===== src/rtl/lcd_bus_sequencer_if.sv =====
// Request handshake and LCD pin bundle for lcd_bus_sequencer.
// LCD_BUSY_POLL_EN adds the data-bus output enable and the busy-flag input.
interface lcd_bus_sequencer_if;
  logic       req_valid;
  logic       req_ready;
  logic       req_rs;
  logic [7:0] req_data;
  logic       lcd_rs;
  logic       lcd_rw;
  logic       lcd_en;
  logic [7:0] lcd_data;
  logic       init_done;
`ifdef LCD_BUSY_POLL_EN
  logic       lcd_data_oe;
  logic       lcd_db7_in;

  modport master (
    output req_valid, req_rs, req_data, lcd_db7_in,
    input  req_ready, lcd_rs, lcd_rw, lcd_en, lcd_data, init_done, lcd_data_oe
  );

  modport slave (
    input  req_valid, req_rs, req_data, lcd_db7_in,
    output req_ready, lcd_rs, lcd_rw, lcd_en, lcd_data, init_done, lcd_data_oe
  );
`else
  modport master (
    output req_valid, req_rs, req_data,
    input  req_ready, lcd_rs, lcd_rw, lcd_en, lcd_data, init_done
  );

  modport slave (
    input  req_valid, req_rs, req_data,
    output req_ready, lcd_rs, lcd_rw, lcd_en, lcd_data, init_done
  );
`endif
endinterface


===== src/rtl/lcd_bus_sequencer.sv =====
// HD44780-style parallel bus sequencer: autonomous power-up init, then timed byte writes.
// Define LCD_BUSY_POLL_EN to replace the fixed user-write wait with busy-flag polling.
module lcd_bus_sequencer #(
  parameter int T_SETUP_CYC = 2,
  parameter int T_EN_CYC    = 12,
  parameter int T_CMD_CYC   = 2000,
  parameter int T_CLR_CYC   = 82000,
  parameter int T_PWR_CYC   = 750000,
  parameter int CNT_W       = 20
) (
  input logic                clk,
  input logic                rst,
  lcd_bus_sequencer_if.slave bus
);

  localparam logic [2:0] PWR_WAIT  = 3'd0;
  localparam logic [2:0] INIT_LOAD = 3'd1;
  localparam logic [2:0] SETUP     = 3'd2;
  localparam logic [2:0] EN_HIGH   = 3'd3;
  localparam logic [2:0] EXEC_WAIT = 3'd4;
  localparam logic [2:0] IDLE      = 3'd5;
`ifdef LCD_BUSY_POLL_EN
  localparam logic [2:0] BF_SETUP  = 3'd6;
  localparam logic [2:0] BF_EN     = 3'd7;
`endif

  localparam logic [CNT_W-1:0] PWR_LAST   = CNT_W'(T_PWR_CYC - 1);
  localparam logic [CNT_W-1:0] SETUP_LOAD = CNT_W'(T_SETUP_CYC - 1);
  localparam logic [CNT_W-1:0] EN_LOAD    = CNT_W'(T_EN_CYC - 1);
  localparam logic [CNT_W-1:0] CMD_LOAD   = CNT_W'(T_CMD_CYC - 1);
  localparam logic [CNT_W-1:0] CLR_LOAD   = CNT_W'(T_CLR_CYC - 1);

  logic [2:0]       state;
  logic [CNT_W-1:0] cnt;
  logic [1:0]       init_step;
  logic             rs_q;
  logic             en_q;
  logic             done_q;
  logic [7:0]       data_q;
  logic             cnt_zero;
  logic             long_cmd;
`ifdef LCD_BUSY_POLL_EN
  logic             rw_q;
  logic             oe_q;
  logic [CNT_W-1:0] poll_cnt;
`endif

  function automatic logic [7:0] init_byte(input logic [1:0] step);
    case (step)
      2'd0:    init_byte = 8'h38;
      2'd1:    init_byte = 8'h0C;
      2'd2:    init_byte = 8'h06;
      default: init_byte = 8'h01;
    endcase
  endfunction

  assign cnt_zero = (cnt == '0);
  // Clear (0x01) and return home (0x02/0x03) need the long execution wait.
  assign long_cmd = !rs_q && (data_q[7:2] == 6'd0) && (data_q[1:0] != 2'd0);

  // Power-on wait counts up from the cleared reset value; every other phase counts down.
  always_ff @(posedge clk or negedge rst) begin
    if (!rst) begin
      state     <= PWR_WAIT;
      cnt       <= '0;
      init_step <= 2'd0;
      rs_q      <= 1'b0;
      en_q      <= 1'b0;
      data_q    <= 8'h00;
      done_q    <= 1'b0;
`ifdef LCD_BUSY_POLL_EN
      rw_q      <= 1'b0;
      oe_q      <= 1'b1;
      poll_cnt  <= '0;
`endif
    end else begin
      case (state)
        PWR_WAIT: begin
          if (cnt == PWR_LAST) begin
            init_step <= 2'd0;
            rs_q      <= 1'b0;
            data_q    <= init_byte(2'd0);
            cnt       <= SETUP_LOAD;
            state     <= SETUP;
          end else begin
            cnt <= cnt + 1'b1;
          end
        end
        INIT_LOAD: begin
          rs_q   <= 1'b0;
          data_q <= init_byte(init_step);
          cnt    <= SETUP_LOAD;
          state  <= SETUP;
        end
        IDLE: begin
          if (bus.req_valid) begin
            rs_q   <= bus.req_rs;
            data_q <= bus.req_data;
            cnt    <= SETUP_LOAD;
            state  <= SETUP;
          end
        end
        SETUP: begin
          if (cnt_zero) begin
            en_q  <= 1'b1;
            cnt   <= EN_LOAD;
            state <= EN_HIGH;
          end else begin
            cnt <= cnt - 1'b1;
          end
        end
        EN_HIGH: begin
          if (cnt_zero) begin
            en_q <= 1'b0;
`ifdef LCD_BUSY_POLL_EN
            if (done_q) begin
              rs_q     <= 1'b0;
              rw_q     <= 1'b1;
              oe_q     <= 1'b0;
              poll_cnt <= '0;
              cnt      <= SETUP_LOAD;
              state    <= BF_SETUP;
            end else begin
              cnt   <= long_cmd ? CLR_LOAD : CMD_LOAD;
              state <= EXEC_WAIT;
            end
`else
            cnt   <= long_cmd ? CLR_LOAD : CMD_LOAD;
            state <= EXEC_WAIT;
`endif
          end else begin
            cnt <= cnt - 1'b1;
          end
        end
        EXEC_WAIT: begin
          if (cnt_zero) begin
            if (done_q) begin
              state <= IDLE;
            end else if (init_step == 2'd3) begin
              done_q <= 1'b1;
              state  <= IDLE;
            end else begin
              init_step <= init_step + 2'd1;
              rs_q      <= 1'b0;
              data_q    <= init_byte(init_step + 2'd1);
              cnt       <= SETUP_LOAD;
              state     <= SETUP;
            end
          end else begin
            cnt <= cnt - 1'b1;
          end
        end
`ifdef LCD_BUSY_POLL_EN
        BF_SETUP: begin
          poll_cnt <= poll_cnt + 1'b1;
          if (poll_cnt == CLR_LOAD) begin
            rw_q  <= 1'b0;
            oe_q  <= 1'b1;
            state <= IDLE;
          end else if (cnt_zero) begin
            en_q  <= 1'b1;
            cnt   <= EN_LOAD;
            state <= BF_EN;
          end else begin
            cnt <= cnt - 1'b1;
          end
        end
        BF_EN: begin
          poll_cnt <= poll_cnt + 1'b1;
          if ((poll_cnt == CLR_LOAD) || (cnt_zero && !bus.lcd_db7_in)) begin
            en_q  <= 1'b0;
            rw_q  <= 1'b0;
            oe_q  <= 1'b1;
            state <= IDLE;
          end else if (cnt_zero) begin
            en_q  <= 1'b0;
            cnt   <= SETUP_LOAD;
            state <= BF_SETUP;
          end else begin
            cnt <= cnt - 1'b1;
          end
        end
`endif
        default: begin
          state     <= PWR_WAIT;
          cnt       <= '0;
          init_step <= 2'd0;
          rs_q      <= 1'b0;
          en_q      <= 1'b0;
          data_q    <= 8'h00;
          done_q    <= 1'b0;
        end
      endcase
    end
  end

  assign bus.req_ready = (state == IDLE);
  assign bus.lcd_rs    = rs_q;
  assign bus.lcd_en    = en_q;
  assign bus.lcd_data  = data_q;
  assign bus.init_done = done_q;
`ifdef LCD_BUSY_POLL_EN
  assign bus.lcd_rw      = rw_q;
  assign bus.lcd_data_oe = oe_q;
`else
  assign bus.lcd_rw    = 1'b0;
`endif

endmodule

===== src/flat_wrapper.sv =====
// flat-port wrapper written by rule: the top's interface ports become plain ports
module lcd_bus_sequencer_flat 
#(
  parameter int T_SETUP_CYC = 2,
  parameter int T_EN_CYC    = 12,
  parameter int T_CMD_CYC   = 2000,
  parameter int T_CLR_CYC   = 82000,
  parameter int T_PWR_CYC   = 750000,
  parameter int CNT_W       = 20
)
  (clk, rst, bus_req_valid, bus_req_rs, bus_req_data, bus_req_ready, bus_lcd_rs, bus_lcd_rw, bus_lcd_en, bus_lcd_data, bus_init_done);
  lcd_bus_sequencer_if bus_i ();
  input logic clk;
  input logic rst;
  input wire logic [$bits(bus_i.req_valid)-1:0] bus_req_valid;
  input wire logic [$bits(bus_i.req_rs)-1:0] bus_req_rs;
  input wire logic [$bits(bus_i.req_data)-1:0] bus_req_data;
  output wire logic [$bits(bus_i.req_ready)-1:0] bus_req_ready;
  output wire logic [$bits(bus_i.lcd_rs)-1:0] bus_lcd_rs;
  output wire logic [$bits(bus_i.lcd_rw)-1:0] bus_lcd_rw;
  output wire logic [$bits(bus_i.lcd_en)-1:0] bus_lcd_en;
  output wire logic [$bits(bus_i.lcd_data)-1:0] bus_lcd_data;
  output wire logic [$bits(bus_i.init_done)-1:0] bus_init_done;
  assign bus_i.req_valid = bus_req_valid;
  assign bus_i.req_rs = bus_req_rs;
  assign bus_i.req_data = bus_req_data;
  assign bus_req_ready = bus_i.req_ready;
  assign bus_lcd_rs = bus_i.lcd_rs;
  assign bus_lcd_rw = bus_i.lcd_rw;
  assign bus_lcd_en = bus_i.lcd_en;
  assign bus_lcd_data = bus_i.lcd_data;
  assign bus_init_done = bus_i.init_done;
  lcd_bus_sequencer #(.T_SETUP_CYC(T_SETUP_CYC), .T_EN_CYC(T_EN_CYC), .T_CMD_CYC(T_CMD_CYC), .T_CLR_CYC(T_CLR_CYC), .T_PWR_CYC(T_PWR_CYC), .CNT_W(CNT_W)) u_core (.clk(clk), .rst(rst), .bus(bus_i));
endmodule

===== config.mk =====
export PLATFORM = sky130hd
export DESIGN_NAME = lcd_bus_sequencer_flat
export DESIGN_NICKNAME = d
export VERILOG_FILES = /design/src/rtl/lcd_bus_sequencer_if.sv /design/src/rtl/lcd_bus_sequencer.sv /design/src/flat_wrapper.sv
export SDC_FILE = /design/constraint.sdc
export NUM_CORES = 1
export LEC_CHECK = 0
export ABC_CLOCK_PERIOD_IN_PS = 2950
export CAP_MARGIN = 20
export CORE_MARGIN = 2
export CORE_UTILIZATION = 59
export CTS_BUF_LIST = sky130_fd_sc_hd__clkbuf_16
export DETAILED_ROUTE_END_ITERATION = 6
export GPL_ROUTABILITY_DRIVEN = 1
export PLACE_DENSITY = 0.81
export SETUP_SLACK_MARGIN = 0.02
export SLEW_MARGIN = 25
export SYNTH_ARGS = -nofsm -noshare
export SYNTH_HDL_FRONTEND = slang
export SYNTH_SLANG_ARGS = --single-unit

===== constraint.sdc =====
create_clock -name clk -period 2.95 [get_ports clk]
set_input_delay 0.4425 -clock clk [delete_from_list [all_inputs] [get_ports clk]]
set_output_delay 0.4425 -clock clk [all_outputs]
set_load 0.01 [all_outputs]

==> results.py, run 1 <==
metrics = {
    "status": {
        "run_status": "finished clean",
    },
    "clock_network": {
        "clockRootBuffer": "clkbuf_16",
        "number_of_clock_sinks": 36,
        "cts_made_buffers": 5,
        "htree_levels": 2,
        "clk_transition_reported_paths_ps": 60,
        "clk_latency_ps": 280,
        "tritoncts_clock_tree": "yes",
        "clockBufferDepth": 2,
        "cts.repair_timing.setup_buffer_count": 0,
        "cts_resized": 0,
        "postCtsHoldBufs": 0,
    },
    "route": {
        "detail_route.iter0.violations": 469,
        "dr.pass1.iters": 5,
        "post-route-drc-count": 0,
        "avgViaCountPerCell": 7.07,
        "drtAntennaViolNets": 0,
        "detail_route.wirelength_um": 8870,
        "dr_total_vias": 3190,
        "wl_per_cell_um": 19.7,
    },
    "global_route": {
        "grt_pass1_vias": 2871,
        "globalRouteOverflowTotal": 0,
        "grt_start_max_net_pins": 37,
        "antenna_found_initial": 0,
        "grt_first_pass_wirelength_um": 14300,
        "groute.usage.overall_pct": 33.8,
    },
    "setup_path": {
        "worst-r2r-cell-count": 6,
        "timing.critical_path.arrival_ps": 2920,
        "worst_ep_required_time_ps": 3120,
        "worstSetupEndpointType": "flop",
        "critical_path.startpoint_type": "flop",
        "cp_max_fo": 10,
        "setup.worst_path.class": "flop to flop",
        "timing.rr.start": "u_core.cnt[0]",
        "timing.critical_path.from": "u_core.cnt[0]",
        "worstReg2RegEnd": "u_core.bus.lcd_data[3]",
        "regToRegSetupSlack_ps": 200,
        "endpoint": "u_core.bus.lcd_data[3]",
    },
    "yosys": {
        "synth-compound-area-share_pct": 25.3,
        "syn-num-nets": 384,
        "synthMostInstantiatedCell": "dfrtp_1",
        "synth_warnings": 0,
        "synthCells": 361,
        "synth-edff-count": 0,
        "dominant_cells_by_area_after_synthesis": "dfrtp_1, ha_1, nand4_1",
        "synth.cell_area_um2": 2990,
        "synth.distinct_cells": 65,
        "main_combinational_cell_family_by_area_after_synthesis": "simple AND/OR/NAND/NOR gates",
        "synth_top_cell_by_area": "dfrtp_1",
        "total_of_flip_flops_plus_latches_after_synthesis": 36,
        "synth_xor_xnor_area_share_pct": 1.47,
        "synth.mux.area_fraction_pct": 4.65,
        "most_instantiated_flip_flop_cell_in_the_synthesis_netlist": "dfrtp_1",
        "async_set_or_reset_flop_fraction_in_the_synthesized_netlist_pct": 100,
        "synth_area_per_inst_um2": 8.27,
        "yosys.area_share.simple_pct": 26.1,
        "synth_fa_ha_area_share_pct": 4.61,
        "synth.top_cells.by_count": "dfrtp_1, nand2_1, inv_1",
        "ys_seq_area_share_pct": 30.2,
        "synth_largest_type_area_fraction_pct": 30.2,
    },
    "timing": {
        "whs_ps": 246,
        "final_min_period_over_clock_period_pct": 93.2,
        "final-setup-viol-count": 0,
        "hold_viol_final": 0,
        "final-max-slew-violation-count": 0,
        "timing_worst_slew_pin_value_ps": 838,
        "maxClockFrequency_mhz": 364,
        "setup_total_negative_slack_ps": 0,
        "relSlewSlack_pct": 44.2,
        "final_min_period_ps": 2750,
        "rsz0062_at_grt": "no",
        "finalClockSkew_ps": 3.11,
    },
    "power_and_ir_drop": {
        "power.share.sequential_pct": 47.5,
        "switching_share_pct": 21.6,
        "comb_power_share_pct": 2.5,
        "internal_power_uw": 815,
        "irDropWorstVdd_v": 0.000320,
        "clock_power_share_pct": 50.0,
        "leakage_uw": 0.00134,
        "power.density_nw_per_um2": 298,
        "p_switching_uw": 225,
    },
    "floorplan": {
        "die_h_um": 75.1,
        "dieArea_um2": 5650,
        "boundaryPins": 25,
        "floorplan.core_area_um2": 4790,
        "initial_core_utilization_pct": 62.4,
        "std_cell_rows": 25,
        "chipWidth_um": 75.1,
    },
    "cells_and_area": {
        "share_of_post_route_cells_with_drive_strength_above_1_pct": 13.3,
        "count_of_filler_cells_inserted_in_the_layout": 379,
        "fin_area_um2": 3490,
        "antenna-diode-count": 0,
        "num-nets-final": 406,
        "final_core_utilization_pct": 72.8,
        "syn_to_final_growth_pct": 16.8,
    },
    "place": {
        "place_hpwl_um": 6340,
        "port_buffers": 23,
        "post_dp_cell_area_um2": 3350,
        "gp_routability_congestion": 1.07,
    },
    "flow_run": {
        "maxCapViolations": 0,
    },
    "min_path": {
        "type_of_the_most_critical_hold_path": "primary input to asynchronous set/reset pin",
    },
}
flip-flops by register name (all words and copies together) (netlist names):
name / cells
u_core.cnt: 20
u_core.bus.lcd_en: 1
u_core.init_step: 2
u_core.bus.lcd_data: 8
u_core.bus.init_done: 1
u_core.state: 3
u_core.bus.lcd_rs: 1
worst max-delay path, stage by stage, from the launching register on:
cell and delay (ps):
dfrtp_1 500, ha_1 310, nand4_1 200, or4_4 590
or3_4 390, a31oi_4 270, mux2_2 370
worst min path at each step:
stage | slack (ps) | endpoint | cells past startpoint
2_1_floorplan | 150 | u_core.bus.init_done | 0
3_3_place_gp | 510 | u_core.cnt[18] | 1
3_5_place_dp | 520 | u_core.cnt[18] | 1
4_1_cts | 290 | u_core.cnt[5] | 1
5_1_grt | 330 | u_core.cnt[5] | 1
6_report | 250 | u_core.cnt[6] | 1
layout make-up:
| type | instances | area [um^2] | area share, % |
|---|---|---|---|
| well taps | 67 | 83.8 | 2.40 |
| inverters | 24 | 90.1 | 2.58 |
| flip-flops and latches | 36 | 901 | 25.8 |
| clock buffers | 5 | 125 | 3.59 |
| multi-input cells | 270 | 1860 | 53.4 |
| clock inverters | 3 | 13.8 | 0.395 |
| repair buffers | 46 | 410 | 11.8 |
layout by cell type (no fill, tap or decap), types with 3 or more instances in the layout:
cell	count
a211oi_1	6
a21oi_1	18
a221oi_1	11
a22oi_1	6
a2bb2oi_1	3
a31oi_1	9
and4_1	4
buf_4	22
clkbuf_16	5
clkdlybuf4s50_1	22
dfrtp_1	36
ha_1	11
inv_1	24
mux2_2	7
mux2i_1	6
nand2_1	26
nand3_1	11
nand4_1	17
nor2_1	15
nor2b_1	4
nor3_1	13
nor4_1	11
o211ai_1	5
o21a_1	3
o21ai_0	12
o22ai_1	5
o31ai_1	4
or3_1	9
or4_1	5
xnor2_1	4
kinds of logic after synthesis:
kind of cell,count (synthesis)
AOI/OAI and AO/OA,104
xor gates and xnor gates,5
adders and majority gates,11
buffers and inverters,55
DFF,36
muxes,13
other,1
and+or+nand+nor,136
routing by layer:
metal | track usage [%] | wire, um | part of all wire [%] | up-vias
met5 | 0 | 0 | 0 | -
met3 | 6.69 | 772 | 8.7 | 54
met4 | 20.3 | 528 | 5.9 | 0
met1 | 42.6 | 3490 | 39 | 1486
li1 | - | - | - | 1431
met2 | 53.4 | 4090 | 46 | 219
power by group through the flow:
stage          clock (uW)  combinational [uW]  sequential, uW
4_1_cts               519                27.3             494
5_1_grt               543                29.8             494
3_5_place_dp            0                27.2             503
2_1_floorplan           0                3.77             503
6_report              519                26.4             494
3_3_place_gp            0                26.5             503
per-stage QoR:
step / std cells / total power [uW] / setup slack [ps]
2_1_floorplan: 361 / 507 / 327
3_3_place_gp: 443 / 529 / 321
3_5_place_dp: 443 / 530 / 243
4_1_cts: 451 / 1040 / 226
5_1_grt: 451 / 1070 / 41.0
6_report: 451 / 1040 / 201
Power figures use the tool's default switching activity.
==> run 2, diff against run 1 <==
Settings changed: CTS_CLUSTER_SIZE from default to 20.
==> results of run 2 <==
Same layout as run 1: the final DEF is identical, and so are final timing and power.
==> run 3, diff against run 2 <==
Settings changed: RECOVER_POWER from default to 25.
==> results.py, run 3 (same netlist as run 1, synthesis figures left out) <==
metrics = {
    "status": {
        "run_status": "complete, but fails checks",
        "violations": "max-capacitance violations, max-slew violations",
    },
    "power_and_ir_drop": {
        "irDropWorstVdd_v": 0.000319,
        "comb_power_share_pct": 2.5,
        "power.share.sequential_pct": 47.5,
        "switching_share_pct": 21.7,
        "power.density_nw_per_um2": 298,
        "leakage_uw": 0.00134,
        "report.power.total_uw": 1040,
        "internal_power_uw": 814,
        "p_switching_uw": 225,
        "clock_power_share_pct": 50.0,
    },
    "route": {
        "dr.pass1.iters": 5,
        "drtAntennaViolNets": 0,
        "post-route-drc-count": 0,
        "avgViaCountPerCell": 7.07,
        "detail_route.wirelength_um": 8870,
        "dr_total_vias": 3190,
        "wl_per_cell_um": 19.7,
        "detail_route.iter0.violations": 469,
    },
    "setup_path": {
        "setup.worst_path.class": "flop to flop",
        "timing.rr.start": "u_core.cnt[0]",
        "worst-r2r-cell-count": 6,
        "worst_ep_required_time_ps": 3120,
        "worstReg2RegEnd": "u_core.bus.lcd_data[3]",
        "regToRegSetupSlack_ps": 200,
        "cp_max_fo": 10,
        "critical_path.startpoint_type": "flop",
        "timing.critical_path.arrival_ps": 2920,
        "worstSetupEndpointType": "flop",
        "timing.critical_path.from": "u_core.cnt[0]",
    },
    "cells_and_area": {
        "num-nets-final": 406,
        "final_common_cell": "dfrtp_1",
        "antenna-diode-count": 0,
        "largest_reg_flops": 20,
        "commonest_non_fill_non_tap_cells_in_the_layout": "dfrtp_1, nand2_1, inv_1, clkdlybuf4s50_1, buf_4",
        "count_of_filler_cells_inserted_in_the_layout": 380,
        "layoutNonFillerInstCount": 451,
        "share_of_post_route_cells_with_drive_strength_above_1_pct": 13.0,
        "top_register": "u_core.cnt",
        "final_core_utilization_pct": 72.8,
        "syn_to_final_growth_pct": 16.7,
    },
    "floorplan": {
        "die_h_um": 75.1,
        "chipWidth_um": 75.1,
        "initial_core_utilization_pct": 62.4,
        "dieArea_um2": 5650,
        "boundaryPins": 25,
        "std_cell_rows": 25,
        "floorplan.core_area_um2": 4790,
    },
    "global_route": {
        "grt_start_max_net_pins": 37,
        "groute.usage.overall_pct": 33.8,
        "grt_first_pass_wirelength_um": 14300,
        "globalRouteOverflowTotal": 0,
        "grt_pass1_vias": 2871,
        "antenna_found_initial": 0,
    },
    "timing": {
        "finalClockSkew_ps": 3.11,
        "whs_ps": 526,
        "timing_worst_slew_pin_value_ps": 2000,
        "final_min_period_over_clock_period_pct": 93.2,
        "setup_total_negative_slack_ps": 0,
        "relSlewSlack_pct": -33.1,
        "rsz0062_at_grt": "no",
        "maxClockFrequency_mhz": 364,
        "final_min_period_ps": 2750,
        "final-setup-viol-count": 0,
        "final-max-slew-violation-count": 37,
        "hold_viol_final": 0,
    },
    "clock_network": {
        "tritoncts_clock_tree": "yes",
        "clockBufferDepth": 2,
        "cts_made_buffers": 5,
        "clockRootBuffer": "clkbuf_16",
        "postCtsHoldBufs": 0,
        "htree_levels": 2,
        "clk_transition_reported_paths_ps": 60,
        "cts_resized": 0,
        "number_of_clock_sinks": 36,
        "cts.repair_timing.setup_buffer_count": 0,
        "clk_latency_ps": 280,
    },
    "place": {
        "gp_routability_congestion": 1.07,
        "placed_cells": 443,
        "place_hpwl_um": 6340,
        "port_buffers": 23,
    },
    "min_path": {
        "holdPathStages": 1,
        "type_of_the_most_critical_hold_path": "flop to flop",
        "hp-start": "u_core.cnt[18]",
        "min_delay_worst_endpoint": "u_core.cnt[18]",
    },
    "flow_run": {
        "maxCapViolations": 1,
    },
}
run 3: cell count changes in the layout (fill, tap and decap cells not counted), sizes merged:
cell,previous run,this run
buf,24,23
clkbuf,5,6
run 3: metal layers:
metal | vias to the layer above | share of wire, % | track usage (%)
li1 | 1431 | - | -
met1 | 1486 | 39 | 42.6
met2 | 219 | 46 | 53.4
met3 | 54 | 8.7 | 6.69
met4 | 0 | 6.0 | 20.3
met5 | - | 0 | 0
run 3: layout make-up:
| cell class | instances | area (um^2) | area share (%) |
|---|---|---|---|
| clock buffers | 5 | 125 | 3.59 |
| clock inverters | 3 | 13.8 | 0.395 |
| inverters | 24 | 90.1 | 2.59 |
| multi-input cells | 270 | 1860 | 53.4 |
| flip-flops and latches | 36 | 901 | 25.9 |
| well taps | 67 | 83.8 | 2.41 |
| repair buffers | 46 | 409 | 11.7 |
run 3: worst max-delay path by stage:
stage | end | slack, ps | cells after the start
2_1_floorplan | u_core.bus.lcd_data[0] | 330 | 7
3_5_place_dp | u_core.bus.lcd_data[3] | 240 | 6
4_1_cts | u_core.bus.lcd_data[3] | 230 | 6
5_1_grt | u_core.cnt[4] | 40 | 7
6_report | u_core.bus.lcd_data[3] | 200 | 6
3_3_place_gp | u_core.bus.lcd_data[2] | 320 | 6
run 3: per-stage QoR:
step | setup WS [ps] | instance area (um^2)
2_1_floorplan | 327 | 2990
3_3_place_gp | 321 | 3350
3_5_place_dp | 243 | 3350
4_1_cts | 226 | 3490
5_1_grt | 41.0 | 3480
6_report | 201 | 3480
run 3: worst max-delay path, cell delays in order, from the launching register on:
cell,delay (ps)
dfrtp_1,500
ha_1,310
nand4_1,200
or4_4,590
or3_4,390
a31oi_4,270
mux2_2,370
run 3: power groups by stage:
stage	registers, uW	logic, uW	clock network (uW)
after CTS	494	27.3	519
after global routing	494	29.5	543
after global placement	503	26.5	0
after floorplan	503	3.77	0
after detailed placement	503	27.2	0
final	494	26.1	519
